File: config.mk
export PLATFORM = sky130hd
export DESIGN_NAME = pipe_stage_skid
export DESIGN_NICKNAME = d
export VERILOG_FILES = /design/src/rtl/pipe_stage_skid_pkg.sv /design/src/rtl/pipe_entry.sv /design/src/rtl/pipe_stage_skid.sv
export SDC_FILE = /design/constraint.sdc
export NUM_CORES = 1
export LEC_CHECK = 0
export BUFFER_PORTS_ARGS = -buffer_cell sky130_fd_sc_hd__buf_4
export CORE_MARGIN = 2
export CORE_UTILIZATION = 50
export DETAILED_ROUTE_END_ITERATION = 7
export HOLD_SLACK_MARGIN = 0.05
export PLACE_DENSITY = 0.84
export SLEW_MARGIN = 20
export SYNTH_ARGS = -nofsm -noshare
export SYNTH_HDL_FRONTEND = slang
export SYNTH_SLANG_ARGS = --single-unit
File: constraint.sdc
create_clock -name clk -period 2.2 [get_ports clk]
set_input_delay 0.44 -clock clk [delete_from_list [all_inputs] [get_ports clk]]
set_output_delay 0.44 -clock clk [all_outputs]
set_load 0.05 [all_outputs]
File: src/rtl/pipe_stage_skid_pkg.sv
// rtl/pipe_stage_skid_pkg.sv - shared pipeline types for the skid stage
// Purpose: stage occupancy state encoding and the if/id payload bundle.
// Ports: none (package).
package pipe_stage_skid_pkg;

   // Encoding doubles as the occupancy count.
   typedef enum logic [1:0] {
      ST_EMPTY = 2'd0,
      ST_ONE   = 2'd1,
      ST_TWO   = 2'd2
   } stage_state_e;

   typedef struct packed {
      logic [31:0] instr;
      logic [31:0] pc;
      logic [31:0] pc4;
   } if_id_t;

   localparam int IF_ID_WIDTH = $bits(if_id_t);

endpackage

File: src/rtl/pipe_entry.sv
// rtl/pipe_entry.sv - WIDTH-wide load/clear payload register
// Purpose: one storage slot of the pipeline stage.
// Ports: clk, reset_n (async active-low), load (capture d), clear (zero q),
//        d (payload in), q (payload out).
module pipe_entry #(
   parameter int WIDTH = 96,
   parameter bit CLEAR = 1'b1
) (
   input  logic             clk,
   input  logic             reset_n,
   input  logic             load,
   input  logic             clear,
   input  logic [WIDTH-1:0] d,
   output logic [WIDTH-1:0] q
);

   generate
      if (CLEAR) begin : g_clear
         always_ff @(posedge clk or negedge reset_n) begin
            if (!reset_n) begin
               q <= '0;
            end else if (clear) begin
               q <= '0;
            end else if (load) begin
               q <= d;
            end
         end
      end else begin : g_keep
         // Payload is don't-care while empty, so no reset or clear is spent on it.
         logic unused_reset;
         assign unused_reset = reset_n;
         always_ff @(posedge clk) begin
            if (load && !clear) begin
               q <= d;
            end
         end
      end
   endgenerate

endmodule

File: src/rtl/pipe_stage_skid.sv
// rtl/pipe_stage_skid.sv - valid/ready pipeline stage with optional skid entry
// Purpose: one-cycle-latency register slice between two pipeline stages.
// Ports: clk, reset_n (async active-low), flush (drop all entries),
//        s_valid/s_ready/s_data (upstream), m_valid/m_ready/m_data (downstream),
//        occupancy (entries held, 0..2).
module pipe_stage_skid
   import pipe_stage_skid_pkg::*;
#(
   parameter int WIDTH      = IF_ID_WIDTH,
   parameter int SKID       = 1,
   parameter int CLEAR_DATA = 1
) (
   input  logic             clk,
   input  logic             reset_n,
   input  logic             flush,
   input  logic             s_valid,
   output logic             s_ready,
   input  logic [WIDTH-1:0] s_data,
   output logic             m_valid,
   input  logic             m_ready,
   output logic [WIDTH-1:0] m_data,
   output logic [1:0]       occupancy
);

   stage_state_e     state_q, state_d;
   logic             s_ready_q;
   logic             accept, drain;
   logic             main_load, main_clear, main_from_skid, skid_load;
   logic [WIDTH-1:0] main_q, main_d, skid_q;

   assign m_valid   = (state_q != ST_EMPTY);
   assign m_data    = main_q;
   assign occupancy = state_q;
   // Skid variant: registered ready breaks the m_ready -> s_ready path.
   assign s_ready   = (SKID != 0) ? s_ready_q : (!m_valid || m_ready);
   assign accept    = s_valid && s_ready;
   assign drain     = m_valid && m_ready;
   assign main_d    = main_from_skid ? skid_q : s_data;

   always_ff @(posedge clk or negedge reset_n) begin
      if (!reset_n) begin
         state_q   <= ST_EMPTY;
         s_ready_q <= 1'b1;
      end else begin
         state_q   <= state_d;
         s_ready_q <= (state_d != ST_TWO);
      end
   end

   always_comb begin
      state_d        = state_q;
      main_load      = 1'b0;
      main_clear     = 1'b0;
      main_from_skid = 1'b0;
      skid_load      = 1'b0;
      if (flush) begin
         state_d    = ST_EMPTY;
         main_clear = 1'b1;
      end else begin
         case (state_q)
            ST_EMPTY: begin
               if (accept) begin
                  main_load = 1'b1;
                  state_d   = ST_ONE;
               end
            end
            ST_ONE: begin
               if (accept && drain) begin
                  main_load = 1'b1;
               end else if (accept && SKID != 0) begin
                  // Downstream stalled: park the new payload behind the head.
                  skid_load = 1'b1;
                  state_d   = ST_TWO;
               end else if (drain) begin
                  main_clear = 1'b1;
                  state_d    = ST_EMPTY;
               end
            end
            ST_TWO: begin
               if (drain) begin
                  main_load      = 1'b1;
                  main_from_skid = 1'b1;
                  state_d        = ST_ONE;
               end
            end
            default: state_d = ST_EMPTY;
         endcase
      end
   end

   pipe_entry #(.WIDTH(WIDTH), .CLEAR(CLEAR_DATA != 0)) u_main (
      .clk     (clk),
      .reset_n (reset_n),
      .load    (main_load),
      .clear   (main_clear),
      .d       (main_d),
      .q       (main_q)
   );

   generate
      if (SKID != 0) begin : g_skid
         pipe_entry #(.WIDTH(WIDTH), .CLEAR(CLEAR_DATA != 0)) u_skid (
            .clk     (clk),
            .reset_n (reset_n),
            .load    (skid_load),
            .clear   (flush),
            .d       (s_data),
            .q       (skid_q)
         );
      end else begin : g_no_skid
         logic unused_skid;
         assign unused_skid = skid_load;
         assign skid_q      = '0;
      end
   endgenerate

endmodule
Word level (Yosys, flattened, before mapping)
Index checks and enable logic that the tools add are counted.

Flip-flop bits (word level): 195. Output and inout bits: 100. Word-level logic and storage cells: 40.

Equality and inequality tests: 3. Mux-type cells: 26. Reduce and logical (&&, ||, !) cells: 7.

Operator list (count): $mux W96 (5); $mux W1 (13); $mux W2 (6); $pmux W2 S3 (1); $reduce_bool A2 Y1 (3); $logic_and A1 B1 Y1 (3); $pmux W1 S3 (1); $eq A2 B1 Y1 const B (1); $eq A2 B2 Y1 const B (1); $logic_not A2 Y1 (1); $ne A2 B2 Y1 const B (1).

Longest topological paths before layout
Word-level depth: 8. Mapped depth: 8. Depth with buffers taken out: 4.

Hierarchy
Synthesis repeated with hierarchy kept, for this count alone.

Cells, all modules: 747. Area total of the unflattened synthesis: 9190.1 um^2.

By module, submodules not included: pipe_entry (times used 2, cells an instance 310, area an instance 3910.0 um^2, sequential area each 2402.3 um^2); pipe_stage_skid (times used 1, cells an instance 127, area an instance 1370.1 um^2, sequential area each 76.3 um^2).

Least setup slack after synthesis
OpenSTA, ideal clock, no wires.

Kind: reg2reg. Start point: reg state_q[1], in the netlist occupancy[1]. End point: reg u_main.q[55]. Setup time: 132 ps. Arrival: 2041 ps. Setup slack: 27 ps. Cell stages (with the launch flop): 9. Path buffers: 4. Clock period less this slack: 2173 ps. Path through: dfrtp_1 -> buf_2 -> or2_1 -> o2111a_1 -> buf_2 -> buf_6 -> buf_6 -> nand2_1 -> o21ai_1.

Word-level cells in the longest chain between the ends: 8. Elaborated cells on any way between the ends: 20. Those cells by class: eq/ne: 2; mux: 13; reduce/logical: 5.

RTL lines: start, declared (RTL line pipe_stage_skid.sv:25) `stage_state_e state_q, state_d;`; start signal, assigned (RTL line pipe_stage_skid.sv:45) `state_q <= state_d;`; $reduce_bool A2 Y1 * (RTL line pipe_stage_skid.sv:31) `assign m_valid = (state_q != ST_EMPTY);`; named net m_valid (RTL line pipe_stage_skid.sv:19) `output logic m_valid,`; $logic_and A1 B1 Y1 * (RTL line pipe_stage_skid.sv:37) `assign drain = m_valid && m_ready;`; $mux W1 (RTL line pipe_stage_skid.sv:74, pipe_stage_skid.sv:80); $mux W1 (on tied branches) (RTL line pipe_stage_skid.sv:60, pipe_stage_skid.sv:70); $mux W1 (on tied branches) (RTL line pipe_stage_skid.sv:56, pipe_stage_skid.sv:68); $mux W96 or $mux W1 (tied branches) (RTL line pipe_stage_skid.sv:38, pipe_stage_skid.sv:60); $mux W96 or $mux W1 (tied branches) (RTL line pipe_entry.sv:24, pipe_stage_skid.sv:56); $mux W96 or $reduce_bool A2 Y1 (tied branches); end signal, assigned (RTL line pipe_entry.sv:21) `q <= '0;`; end signal, assigned (RTL line pipe_entry.sv:23) `q <= '0;`; end signal, assigned (RTL line pipe_entry.sv:25) `q <= d;`; end, declared (RTL line pipe_entry.sv:14) `output logic [WIDTH-1:0] q`.

Mark *: on every way through the listed nets, which the timed path passes. The rest lies on a longest branch. The select of a mux whose other input is x is not followed. A chain may end at the register's enable or synchronous reset.

Final worst setup path
Start point: reg state_q[1], in the netlist occupancy[1]. End point: out m_valid.

Word-level cells in the longest chain between the ends: 1.

RTL lines (RTL line): $reduce_bool A2 Y1 (pipe_stage_skid.sv:31); end, declared (pipe_stage_skid.sv:19).

Every way passes these cells.

==> results.json <==
{
  "die_h_um": 130,
  "ioPinCount": 201,
  "fin_nets": 932,
  "cts_tree": "yes",
  "n_fill_cell": 1183,
  "fin_setup_tns_ns": 0,
  "dieArea_sq_um": 17000,
  "avgSynthCellArea_sq_um": 12.3,
  "fmax_mhz": 529,
  "viasPerCell": 5.48,
  "fin_crit_ns": 1.89,
  "ys.flop_type": "dfrtp_1",
  "yosysSeqAreaShare_pct": 61.0,
  "path_clk_slew_ns": 0.07,
  "cp-start-kind": "flip-flop",
  "grt_pass1_wl_um": 30600,
  "p_leak_nw": 4.86,
  "syn_inst": 651,
  "regToRegSetupSlack_ns": 0.32,
  "drv_slew": 0,
  "overflow": 0,
  "timing.final.crit_share_pct": 85.9,
  "hpwlAfterDp_um": 12100,
  "cts_max_level": 4,
  "r2r-start": "occupancy[1]",
  "area_delta_synth_final_pct": 29.2,
  "r2r_end": "u_main.q[76]",
  "syn_area_sq_um": 8000,
  "antenna_left": 0,
  "rsz0062_at_grt": "false",
  "worstSetupPathType": "reg -> out",
  "hold_viol": 0,
  "r2r_cells": 5,
  "synth-edff-count": 0,
  "drc": 0,
  "synth_cell_types": 27,
  "syn-num-nets": 752,
  "antenna_found_initial": 0,
  "insertion_delay_ns": 0.42,
  "peakVddDrop_v": 0.000486,
  "cts_resized": 0,
  "synth_top_cell_by_area": "dfrtp_1",
  "holdPathStages": 2,
  "worstMarginPinSlew_ns": 0.624,
  "endpoint_kind": "output pin",
  "core_area_sq_um": 15800,
  "maxCapViolCount": 0,
  "synthArstFlopShare_pct": 100,
  "yosys-top-cells-count": "194 x dfrtp_1, 97 x nand2_1, 96 x a22o_1, 96 x mux2i_1, 56 x o21ai_0",
  "maxSlewHeadroom_pct": 58.4,
  "path_max_fanout": 9,
  "numPortBuffers": 200,
  "drt_wl_total_um": 19100,
  "cts_num_sinks": 195,
  "synth_top_area_share_pct": 60.7,
  "synth_most_common_cell": "dfrtp_1",
  "cts_max_path_buffers": 2,
  "routedWlPerCell_um": 18.1,
  "dr.pass1.iters": 5,
  "finClkSkew_ns": 0.00878,
  "status": "completed",
  "crit_arrival_ns": 1.45,
  "synth_area_leaders": "dfrtp_1 61%, mux2i_1 12%, a22o_1 11%",
  "vias": 5802,
  "die_w_um": 130,
  "cts-root-buf": "clkbuf_16",
  "num_rows": 46,
  "initial_core_util_pct": 50.7,
  "antenna_cells": 0,
  "ys_ff_latch": 195,
  "first_iter_violations": 554,
  "fin_total_pwr_mw": 8.66,
  "hp-start": "s_data[73]",
  "hp-class": "in -> reg",
  "cts_buffers": 17,
  "track_usage_pct": 23.0,
  "first_global_vias": 5920,
  "required_ns": 1.76,
  "min_to": "g_skid.u_skid.q[73]",
  "setup_viol": 0,
  "p_per_area_nw_per_um2": 839,
  "synth_warnings": 0,
  "cts_setup_buffers": 0,
  "gp_congestion": 0.767,
  "drive_gt1_share_pct": 30.0,
  "grt_max_degree": 62
}
## flip-flops by register name, indices dropped and copies added (netlist names)
| name | count |
|---|---|
| s_ready | 1 |
| g_skid.u_skid.q | 96 |
| u_main.q | 96 |
| occupancy | 2 |
## final cells by class
type                       count  area (sq um)  share of cell area (%)
timing repair buffer         214          1700                    16.5
clock buffer                  19           453                    4.38
inverter                       2          7.51                  0.0727
multi-input combinational    401          2820                    27.3
tap                          216           270                    2.62
sequential                   195          4880                    47.2
clock inverter                12           201                    1.95
## report_power, final
part           total, mW  switching, mW  internal [mW]
clock network       3.40           1.32           2.08
registers           3.87          0.111           3.76
logic               1.39          0.936          0.452
total               8.66           2.37           6.30
## timing repair
action	CTS	global route
hold endpoints to repair	48	0
setup endpoints to repair	0	0
hold buffers	1	0
## layer usage
metal / global-route usage, % / vias to the layer above / wire [um]
li1: - / 2696 / -
met1: 32.1 / 2896 / 8460
met2: 36.3 / 185 / 9260
met3: 4.85 / 25 / 1080
met4: 7.76 / 0 / 336
met5: 0 / - / 0
## metrics by stage
stage | hold WS [ns] | util [%] | cell area [sq um] | instances | worst slack, ns
after floorplan | 0.144 | - | 8000 | 651 | 0.0271
after global placement | 0.426 | 61.3 | 9670 | 1027 | 0.395
after detailed placement | 0.433 | 61.3 | 9670 | 1027 | 0.333
after CTS | 0.228 | 65.5 | 10300 | 1059 | 0.296
after global routing | 0.232 | 65.5 | 10300 | 1059 | 0.177
final | 0.245 | 65.5 | 10300 | 1059 | 0.309
## worst max-delay path, stage by stage, from the launching register on
cell and delay, ns:
dfrtp_1 0.50, or2_1 0.32, buf_4 0.20
## worst max-delay path by stage
stage                             from                   to  slack (ns)
final                     occupancy[1]              m_valid        0.31
after global routing           s_ready  g_skid.u_skid.q[56]        0.18
after CTS                 occupancy[1]              m_valid        0.30
after detailed placement       m_ready  g_skid.u_skid.q[56]        0.33
after global placement         m_ready  g_skid.u_skid.q[63]        0.40
after floorplan           occupancy[1]         u_main.q[55]        0.03
## kinds of logic (layout without fill, tap and decap cells)
group,after synthesis,in the layout,synth area share [%]
AOI/OAI and AO/OA,195,195,17.0
DFF,195,195,61.0
and+or+nand+nor,109,109,5.96
muxes,96,96,12.0
buffers and inverters,55,247,3.94
xor gates and xnor gates,1,1,0.110
## layout by cell type (no fill, tap or decap), drive strengths merged, types with 2 or more instances in the layout
master	n
buf	212
dfrtp	194
nand2	97
a22o	96
mux2i	96
o21ai	96
clkbuf	20
bufinv	5
clkinv	4
nor2	4
inv	4
nor3	2
nand3b	2
(Power assumes the default switching activity.)
